--- config.mk ---
export PLATFORM = sky130hd
export DESIGN_NAME = fib_request_arbiter
export DESIGN_NICKNAME = d
export VERILOG_FILES = /design/src/rtl/fib_request_arbiter.sv
export SDC_FILE = /design/constraint.sdc
export NUM_CORES = 1
export LEC_CHECK = 0
export ABC_AREA = 0
export BUFFER_PORTS_ARGS = -buffer_cell sky130_fd_sc_hd__buf_4
export CAP_MARGIN = 20
export CORE_MARGIN = 2
export CORE_UTILIZATION = 51
export CTS_BUF_LIST = sky130_fd_sc_hd__clkbuf_8
export CTS_CLUSTER_DIAMETER = 60
export CTS_CLUSTER_SIZE = 24
export DETAILED_ROUTE_END_ITERATION = 16
export PLACE_DENSITY = 0.86
export SYNTH_ARGS = -nofsm -noshare
export SYNTH_HDL_FRONTEND = slang
export SYNTH_SLANG_ARGS = --single-unit
export TNS_END_PERCENT = 1
--- constraint.sdc ---
create_clock -name clk -period 2.7 [get_ports clk]
set_clock_uncertainty 0.15 [all_clocks]
set_input_delay 0.675 -clock clk [delete_from_list [all_inputs] [get_ports clk]]
set_output_delay 0.675 -clock clk [all_outputs]
set_load 0.03 [all_outputs]
--- src/rtl/fib_request_arbiter.sv ---
// fib_request_arbiter: round-robin sharing of one Fibonacci generator among NUM_REQ requesters
module fib_request_arbiter #(
  parameter int NUM_REQ = 4,
  parameter int DATA_W = 32,
  parameter logic [4:0] MAX_N = 5'd24,
  parameter int TIMEOUT = 64
) (
  input  logic                 clk,
  input  logic                 reset,
  input  logic [NUM_REQ-1:0]   req,
  input  logic [NUM_REQ*5-1:0] req_n,
  output logic [NUM_REQ-1:0]   ack,
  output logic [DATA_W-1:0]    rsp_data,
  output logic                 rsp_err,
  output logic                 busy,
  output logic                 gen_start,
  output logic [4:0]           gen_n,
  input  logic                 gen_done,
  input  logic [DATA_W-1:0]    gen_result
);
  localparam int PW = $clog2(NUM_REQ);
  localparam int CW = $clog2(TIMEOUT + 1);
  localparam logic [1:0] IDLE = 2'd0;
  localparam logic [1:0] ISSUE = 2'd1;
  localparam logic [1:0] WAIT = 2'd2;
  localparam logic [1:0] RESPOND = 2'd3;
  logic [1:0] state, state_d;
  logic [PW-1:0] rr_ptr, rr_ptr_d, grant, grant_d, sel, idx;
  logic [4:0] n_q, n_d, sel_n;
  logic [DATA_W-1:0] data_q, data_d;
  logic err_q, err_d;
  logic [CW-1:0] cnt, cnt_d;
  // first requesting index at or after rr_ptr, wrapping
  always_comb begin
    sel = rr_ptr;
    idx = '0;
    for (int k = NUM_REQ - 1; k >= 0; k--) begin
      idx = PW'((int'(rr_ptr) + k) % NUM_REQ);
      if (req[idx]) sel = idx;
    end
  end
  assign sel_n = req_n[5*int'(sel) +: 5];
  // sequencing: grant, start generator, wait for result or timeout, respond
  always_comb begin
    state_d = state;
    rr_ptr_d = rr_ptr;
    grant_d = grant;
    n_d = n_q;
    data_d = data_q;
    err_d = err_q;
    cnt_d = cnt;
    if (state == IDLE && |req) begin
      grant_d = sel;
      n_d = sel_n;
      data_d = '0;
      err_d = sel_n > MAX_N;
      state_d = sel_n > MAX_N ? RESPOND : ISSUE;
    end else if (state == ISSUE) begin
      cnt_d = '0;
      state_d = WAIT;
    end else if (state == WAIT) begin
      if (gen_done) begin
        data_d = gen_result;
        err_d = 1'b0;
        state_d = RESPOND;
      end else if (cnt == CW'(TIMEOUT - 1)) begin
        data_d = '0;
        err_d = 1'b1;
        state_d = RESPOND;
      end else cnt_d = cnt + 1'b1;
    end else if (state == RESPOND) begin
      rr_ptr_d = grant == PW'(NUM_REQ - 1) ? '0 : grant + 1'b1;
      state_d = IDLE;
    end
  end
  // state and datapath registers
  always_ff @(posedge clk or negedge reset) begin
    if (!reset) begin
      state <= IDLE;
      rr_ptr <= '0;
      grant <= '0;
      n_q <= '0;
      data_q <= '0;
      err_q <= 1'b0;
      cnt <= '0;
    end else begin
      state <= state_d;
      rr_ptr <= rr_ptr_d;
      grant <= grant_d;
      n_q <= n_d;
      data_q <= data_d;
      err_q <= err_d;
      cnt <= cnt_d;
    end
  end
  assign busy = state != IDLE;
  assign gen_start = state == ISSUE;
  assign gen_n = n_q;
  assign ack = state == RESPOND ? NUM_REQ'(1) << grant : '0;
  assign rsp_data = state == RESPOND ? data_q : '0;
  assign rsp_err = state == RESPOND && err_q;
endmodule

==> results of run 1 <==
==> metal layers <==
metal  routed length [microns]  up-vias  track usage [%]
li1                          -     1241                -
met1                      2740     1185             26.4
met2                      3300      103             39.7
met3                       493        8             5.35
met4                        82        0             8.57
met5                         0        -                0
==> how the worst max path moves through the flow <==
stage	start	end	slack, ps	cells after the start
floorplan	req[0]	state[1]	370	8
global placement	req[3]	state[1]	170	7
detailed placement	req[3]	state[1]	110	7
CTS	cnt[0]	data_q[11]	280	8
global route	cnt[0]	data_q[17]	110	8
finish	cnt[0]	data_q[11]	270	8
==> cell families (layout without fill, tap and decap cells) <==
family / count (synthesis) / after routing
AO/OA/AOI/OAI: 41 / 41
adder cells (fa/ha/maj): 10 / 10
buffers and inverters: 27 / 124
XOR/XNOR: 2 / 2
multiplexers: 7 / 7
flip-flops: 51 / 51
AND/OR/NAND/NOR: 183 / 183
==> state kept, by name, summed over array words and instances (netlist names) <==
signal / flops
rr_ptr: 2
gen_n: 5
grant: 2
data_q: 32
state: 2
err_q: 1
cnt: 7
==> final cells by class <==
cell class / count / share of cell area, %
Inverter: 8 / 0.811
Sequential cell: 51 / 34.5
Clock inverter: 3 / 0.439
Tap cell: 70 / 2.37
Clock buffer: 5 / 1.86
Multi-Input combinational cell: 243 / 37.1
Timing Repair Buffer: 108 / 22.9
==> cell usage in the layout (no fill, tap or decap), types with 2 or more instances in the layout <==
cell,instances
a21oi_1,8
a31oi_1,3
a32o_1,3
and2_1,39
buf_12,3
buf_4,105
clkbuf_8,5
dfrtp_1,51
ha_1,10
inv_1,9
mux2_2,4
mux2i_1,3
nand2_1,87
nand2b_1,4
nand3_1,36
nor2_1,8
nor2b_1,3
o21ai_0,13
o21ai_1,2
==> metrics by stage <==
step	setup slack (ps)	area [sq um]	total power [mW]	util (%)	std cells
6_report	271	3700	4.00	71.6	488
5_1_grt	105	3700	4.32	71.6	488
4_1_cts	277	3700	4.04	71.6	488
3_5_place_dp	114	3620	3.61	69.9	480
3_3_place_gp	172	3620	3.51	69.9	480
2_1_floorplan	370	2780	2.86	-	321
==> worst register-to-register path, stage by stage, from the launching register on <==
cell	delay [ps]
dfrtp_1	400
ha_1	200
and3_1	240
a41oi_1	200
nand2b_1	230
a21oi_2	540
buf_12	240
nand3_1	100
nand2_1	70
==> power by group <==
part           total (mW)  switching, mW  leakage (nW)  internal [mW]
combinational        2.25           1.36          1.26          0.890
clock               0.424          0.246        0.0453          0.178
sequential           1.32          0.211         0.663           1.11
total                4.00           1.82          1.97           2.18
==> flow_metrics.tcl, run 1 <==
set metrics [dict create \
    cts_buffers 5 \
    yosysTopAreaCell "dfrtp_1" \
    ys_types 39 \
    multiInputGateArea_sq_mm 0.00137 \
    fill_cells 414 \
    hold_violations 0 \
    critical_path_class "reg -> reg" \
    yosys-top-cells-area "dfrtp_1, nand2_1, and2_1" \
    drtIter0Drc 115 \
    slew_headroom_pct 55.7 \
    syn_avg_cell_area_sq_um 8.66 \
    drive_gt1_share_pct 31.1 \
    synth_seq_cells 51 \
    drv_slew 0 \
    core-area_sq_mm 0.00517 \
    min_path_type "in -> async" \
    grt_setup_unrepaired "no" \
    cp_top_family "compound AO/OA/AOI/OAI gates" \
    dp_hpwl_microns 4880 \
    area_growth_pct 33.2 \
    drc 0 \
    die_h_microns 77.8 \
    ff_latch_area_sq_mm 0.00128 \
    crit_buf_inv 1 \
    grt-ovfl-total 0 \
    r2r_slack_ps 270 \
    arrival_ps 2520 \
    synthXorXnorAreaFrac_pct 0.630 \
    num_vias 2537 \
    synth_flop_cell "dfrtp_1" \
    wire_per_inst_microns 13.6 \
    cp_slowest_cell "a21oi_2" \
    diodes 0 \
    yosysMostFrequentCell "nand2_1" \
    cts_sinks 51 \
    setup_violations 0 \
    fp.dieW_microns 77.8 \
    cts_setup_buffers 0 \
    r2r_end "data_q[11]" \
    fin_hold_ws_ps 228 \
    max-vdd-ir-drop_v 0.000688 \
    antenna_found_initial 0 \
    cts_resized 0 \
    worstSetupStartpointType "flop" \
    yosys.area_share.simple_pct 31.4 \
    grt_pass1_wl_microns 11000 \
    wl_microns 6620 \
    syn-instance-count 321 \
    grt_pass1_vias 2488 \
    ff2ff_path_depth 8 \
    fin_crit_sh_pct 90.0 \
    syn_nets 390 \
    muxShareOfSynthArea_pct 2.70 \
    synth_area_sq_mm 0.00278 \
    synthArstFlopShare_pct 100 \
    synth_top_family_by_area "simple AND/OR/NAND/NOR gates" \
    min_period_ps 2430 \
    r2r-start "cnt[0]" \
    finalSetupTns_ps 0 \
    clock_latency_ps 300 \
    status "completed" \
    cts_tree "done" \
    p_per_area_mw_per_mm2 1080 \
    globalRouteTotalUtil_pct 22.5 \
    cp.required_ps 2790 \
    clock_path_buffers 2 \
    p_leak_nw 1.97 \
    fin_nets 486 \
    synth-edff-count 0 \
    synth_top_cells_by_count "nand2_1, dfrtp_1, and2_1" \
    ant_nets 0 \
    crit_fanout 22 \
    drt-vias-per-instance 5.20 \
    grt_max_degree 52 \
    start_util_pct 53.7 \
    drv_cap 0 \
    cp-end-kind "flop" \
    path_cells "ha_1, and3_1, a41oi_1, nand2b_1, a21oi_2, buf_12, nand3_1, nand2_1" \
    portBuffers 102 \
    cts_root_buffer "clkbuf_8" \
    yosysWarningCount 0 \
    routabilityCongestion 0.791 \
    drt-pass1-iter-count 4 \
    io_pins 103 \
    fmax_mhz 412 \
    ys_seq_area_share_pct 45.9 \
    slowest_delay_ps 540 \
    hold_buffers 0 \
    die_area_sq_mm 0.00606 \
    synthAdderAreaFrac_pct 4.50 \
    worstMarginPinSlew_ps 665 \
    core.rowCount 26 \
    synth_top_area_share_pct 45.9 \
    ctsHtreeMaxLevel 2 \
    cts.reportedPaths.clkPinSlew_ps 90 \
    synth_compound_area_share_pct 9.82 \
]
(Power assumes the default switching activity.)
==> run 2, diff against run 1 <==
==> constraint.sdc (replaced) <==
create_clock -name clk -period 2.7 [get_ports clk]
set_clock_uncertainty 0.15 [all_clocks]
set_input_delay 0.675 -clock clk [delete_from_list [all_inputs] [get_ports clk]]
set_output_delay 0.675 -clock clk [all_outputs]
set_load 0.05 [all_outputs]
==> flow_metrics.tcl, run 2 (synthesized netlist as in run 1, its figures left out) <==
set metrics [dict create \
    ant_nets 0 \
    cts_resized 0 \
    fin_nets 486 \
    fin_hold_ws_ps 227 \
    critical_path_class "reg -> out" \
    fin_crit_sh_pct 88.0 \
    grt_pass1_vias 2472 \
    cts_sinks 51 \
    p_total_mw 4.25 \
    min_period_ps 2380 \
    max-vdd-ir-drop_v 0.000581 \
    path_common_cell "buf_4" \
    setup_violations 0 \
    portBuffers 102 \
    clock_latency_ps 300 \
    drive_gt1_share_pct 31.1 \
    final_common_cell "buf_4" \
    diodes 0 \
    start_util_pct 53.7 \
    fin_util_pct 71.3 \
    globalRouteTotalUtil_pct 22.5 \
    fp.dieW_microns 77.8 \
    slew_headroom_pct 58.1 \
    drt-pass1-iter-count 4 \
    worstMarginPinSlew_ps 629 \
    die_h_microns 77.8 \
    area_growth_pct 32.7 \
    cts_setup_buffers 0 \
    grt-ovfl-total 0 \
    fin_area_sq_mm 0.00369 \
    final_cell_mix "buf_4, nand2_1, dfrtp_1, and2_1, nand3_1" \
    min_path_type "in -> async" \
    core.rowCount 26 \
    cts.reportedPaths.clkPinSlew_ps 90 \
    path_cells "ha_1, buf_4, and2_1, buf_4" \
    ctsHtreeMaxLevel 2 \
    dpl.cell_count 480 \
    grt_setup_unrepaired "no" \
    status "completed" \
    finalNonFillerCells 488 \
    fin_ws_ps 325 \
    core-area_sq_mm 0.00517 \
    cts_tree "done" \
    largest_register_ffs 32 \
    p_leak_nw 1.97 \
    finalSetupTns_ps 0 \
    cts_buffers 5 \
    slowest_delay_ps 440 \
    cp.required_ps 1880 \
    die_area_sq_mm 0.00606 \
    dpl_cell_area_sq_mm 0.00360 \
    cp-end-kind "output port" \
    hold_violations 0 \
    hold_buffers 0 \
    wire_per_inst_microns 13.6 \
    io_pins 103 \
    gr-max-usage-layer "met2" \
    wl_microns 6620 \
    grt_use_met3_pct 6.05 \
    dp_hpwl_microns 4920 \
    drc 0 \
    ff_latch_area_sq_mm 0.00128 \
    worstSetupStartpointType "flop" \
    preCtsSetupSlack_ps 130 \
    largest-register "data_q" \
    p_per_area_mw_per_mm2 1150 \
    antenna_found_initial 0 \
    cp_slowest_cell "dfrtp_1" \
    grt_max_degree 52 \
    routabilityCongestion 0.791 \
    drt-vias-per-instance 5.14 \
    fmax_mhz 421 \
    multiInputGateArea_sq_mm 0.00137 \
    fill_cells 414 \
    met2_usage_pct 40.9 \
    cts_root_buffer "clkbuf_8" \
    grt.met1_usage_pct 26.2 \
    clock_path_buffers 2 \
    drtIter0Drc 115 \
    num_vias 2508 \
    grt_pass1_wl_microns 11000 \
    crit_fanout 22 \
    drv_cap 0 \
    drv_slew 0 \
    arrival_ps 1550 \
]
## run 2: cell types whose count changed in the layout (fill, tap and decap cells not counted)
cell,before,now
buf_12,3,2
buf_4,105,106
## run 2: critical path: cells and delay by family (launching register included)
kind / cells / cell delay [ps]
DFF: 1 / 440
buffers and inverters: 2 / 420
adders and majority gates: 1 / 200
and+or+nand+nor: 1 / 180
## run 2: path summary, 6_finish.rpt
kind / startpoint / to / slack [ps] / depth (start not counted)
max: state[1] / rsp_err / 320 / 4
min: reset / data_q[8] / 230 / 1
max reg2reg: cnt[0] / data_q[17] / 350 / 8
min reg2reg: data_q[21] / data_q[21] / 310 / 2
max in group asynchronous: reset / rr_ptr[1] / 1740 / 1
min in group clk: data_q[21] / data_q[21] / 310 / 2
## run 2: power by group
part	total [mW]	switching (mW)	leakage (nW)	internal (mW)
clock	0.427	0.249	0.0453	0.178
combinational	2.50	1.63	1.26	0.872
sequential	1.32	0.210	0.663	1.11
total	4.25	2.09	1.97	2.16
## run 2: area by class of cell
type                       instances  share of cell area (%)
multi-input combinational        243                    37.2
sequential                        51                    34.6
timing repair buffer             108                    22.7
tap                               70                    2.37
clock buffer                       5                    1.87
inverter                           8                   0.814
clock inverter                     3                   0.441
## run 2: metal layers
metal	routed length (microns)	up-vias
met4	59	0
met5	0	-
met2	3330	91
li1	-	1242
met1	2740	1169
met3	496	6
==> run 3, diff against run 2 <==
--- a/config.mk
+++ b/config.mk
@@ -7,8 +7,7 @@
 export LEC_CHECK = 0
 export ABC_AREA = 0
 export BUFFER_PORTS_ARGS = -buffer_cell sky130_fd_sc_hd__buf_4
-export CAP_MARGIN = 20
-export CORE_MARGIN = 2
+export CAP_MARGIN = 15
 export CORE_UTILIZATION = 51
 export CTS_BUF_LIST = sky130_fd_sc_hd__clkbuf_8
 export CTS_CLUSTER_DIAMETER = 60
==> flow_metrics.tcl, run 3 (synthesized netlist as in run 1, its figures left out) <==
set metrics [dict create \
    status "completed" \
    cts.reportedPaths.clkPinSlew_ps 90 \
    worstSetupStartpointType "flop" \
    grt_pass1_wl_microns 10300 \
    routabilityCongestion 0.754 \
    grt_max_degree 52 \
    dp_hpwl_microns 4720 \
    grt_pass1_vias 2503 \
    drt-vias-per-instance 5.16 \
    internal_power_mw 2.15 \
    drt-pass1-iter-count 4 \
    dpl.cell_count 481 \
    start_util_pct 53.7 \
    setup_violations 0 \
    area_growth_pct 32.6 \
    grt-ovfl-total 0 \
    clock_path_buffers 2 \
    cts_tree "done" \
    cp.required_ps 2790 \
    globalRouteTotalUtil_pct 23.6 \
    io_pins 103 \
    slew_headroom_pct 58.2 \
    final_cell_mix "buf_4, nand2_1, dfrtp_1, and2_1, nand3_1" \
    max-vdd-ir-drop_v 0.000779 \
    hold_buffers 0 \
    hold_violations 0 \
    diodes 0 \
    cts_root_buffer "clkbuf_8" \
    crit_fanout 22 \
    die_area_sq_mm 0.00575 \
    cts_setup_buffers 0 \
    fin_nets 487 \
    core.rowCount 26 \
    p_sw_share_pct 49.0 \
    largest_register_ffs 32 \
    ctsHtreeMaxLevel 2 \
    antenna_found_initial 0 \
    cts_buffers 5 \
    portBuffers 102 \
    ant_nets 0 \
    cts_resized 0 \
    wl_microns 6380 \
    grt_setup_unrepaired "no" \
    p_total_mw 4.23 \
    finalSetupTns_ps 0 \
    finalNonFillerCells 489 \
    worstMarginPinSlew_ps 627 \
    num_vias 2524 \
    p_per_area_mw_per_mm2 1150 \
    core-area_sq_mm 0.00517 \
    drv_cap 0 \
    drive_gt1_share_pct 31.3 \
    p_leak_nw 1.97 \
    fp.dieW_microns 75.8 \
    cts_sinks 51 \
    fmax_mhz 407 \
    critical_path_class "reg -> reg" \
    arrival_ps 2540 \
    drv_slew 0 \
    wire_per_inst_microns 13.0 \
    fin_crit_sh_pct 90.9 \
    min_path_type "in -> async" \
    pwr-share-seq_pct 31.2 \
    cp-end-kind "flop" \
    power.switching_mw 2.07 \
    drtIter0Drc 99 \
    clock_latency_ps 290 \
    comb_power_share_pct 59.0 \
    die_h_microns 75.8 \
    largest-register "data_q" \
    min_period_ps 2460 \
    final_common_cell "buf_4" \
    drc 0 \
    clkPwrFrac_pct 9.8 \
]
## run 3: path summary, 6_finish.rpt
check,cells after the start,end,from,slack [ps]
min,1,data_q[5],reset,240
max reg2reg,8,data_q[19],cnt[0],240
max in group asynchronous,1,data_q[15],reset,1740
max,8,data_q[19],cnt[0],240
min reg2reg,2,data_q[0],data_q[0],310
min in group clk,2,data_q[0],data_q[0],310
## run 3: layout make-up
class / count / area (sq um)
timing repair buffer: 109 / 831
inverter: 8 / 30.0
clock buffer: 5 / 68.8
fill: 399 / 1490
clock inverter: 3 / 16.3
sequential: 51 / 1280
multi-input combinational: 243 / 1370
tap: 70 / 87.6
## run 3: metrics by stage
stage          setup WS (ps)  area, sq um  hold WS [ps]  util, %
3_3_place_gp             179         3600           291     69.6
5_1_grt                 64.3         3680           291     71.2
3_5_place_dp            81.5         3600           298     69.6
2_1_floorplan            370         2780           229        -
6_report                 245         3680           238     71.2
4_1_cts                  262         3680           260     71.2
## run 3: power by group through the flow
stage               clock [mW]  combinational [mW]  sequential, mW
floorplan                    0                1.74            1.40
global placement             0                2.45            1.31
detailed placement           0                2.51            1.33
CTS                      0.428                2.51            1.32
global route             0.461                2.72            1.37
finish                   0.414                2.49            1.32
## run 3: layer usage
| metal | vias to the layer above | track usage [%] | wire (microns) |
|---|---|---|---|
| met5 | - | 0 | 0 |
| met4 | 0 | 7.41 | 62 |
| met3 | 7 | 8.20 | 574 |
| met2 | 92 | 43.5 | 3180 |
| met1 | 1180 | 25.3 | 2560 |
| li1 | 1245 | - | - |
## run 3: worst max-delay path, cell delays in order, from the launching register on
cell and delay, ps:
dfrtp_1 390, ha_1 200, and3_1 230, a41oi_1 180, nand2b_1 220, a21oi_2 470
buf_4 360, nand3_1 120, nand2_1 80
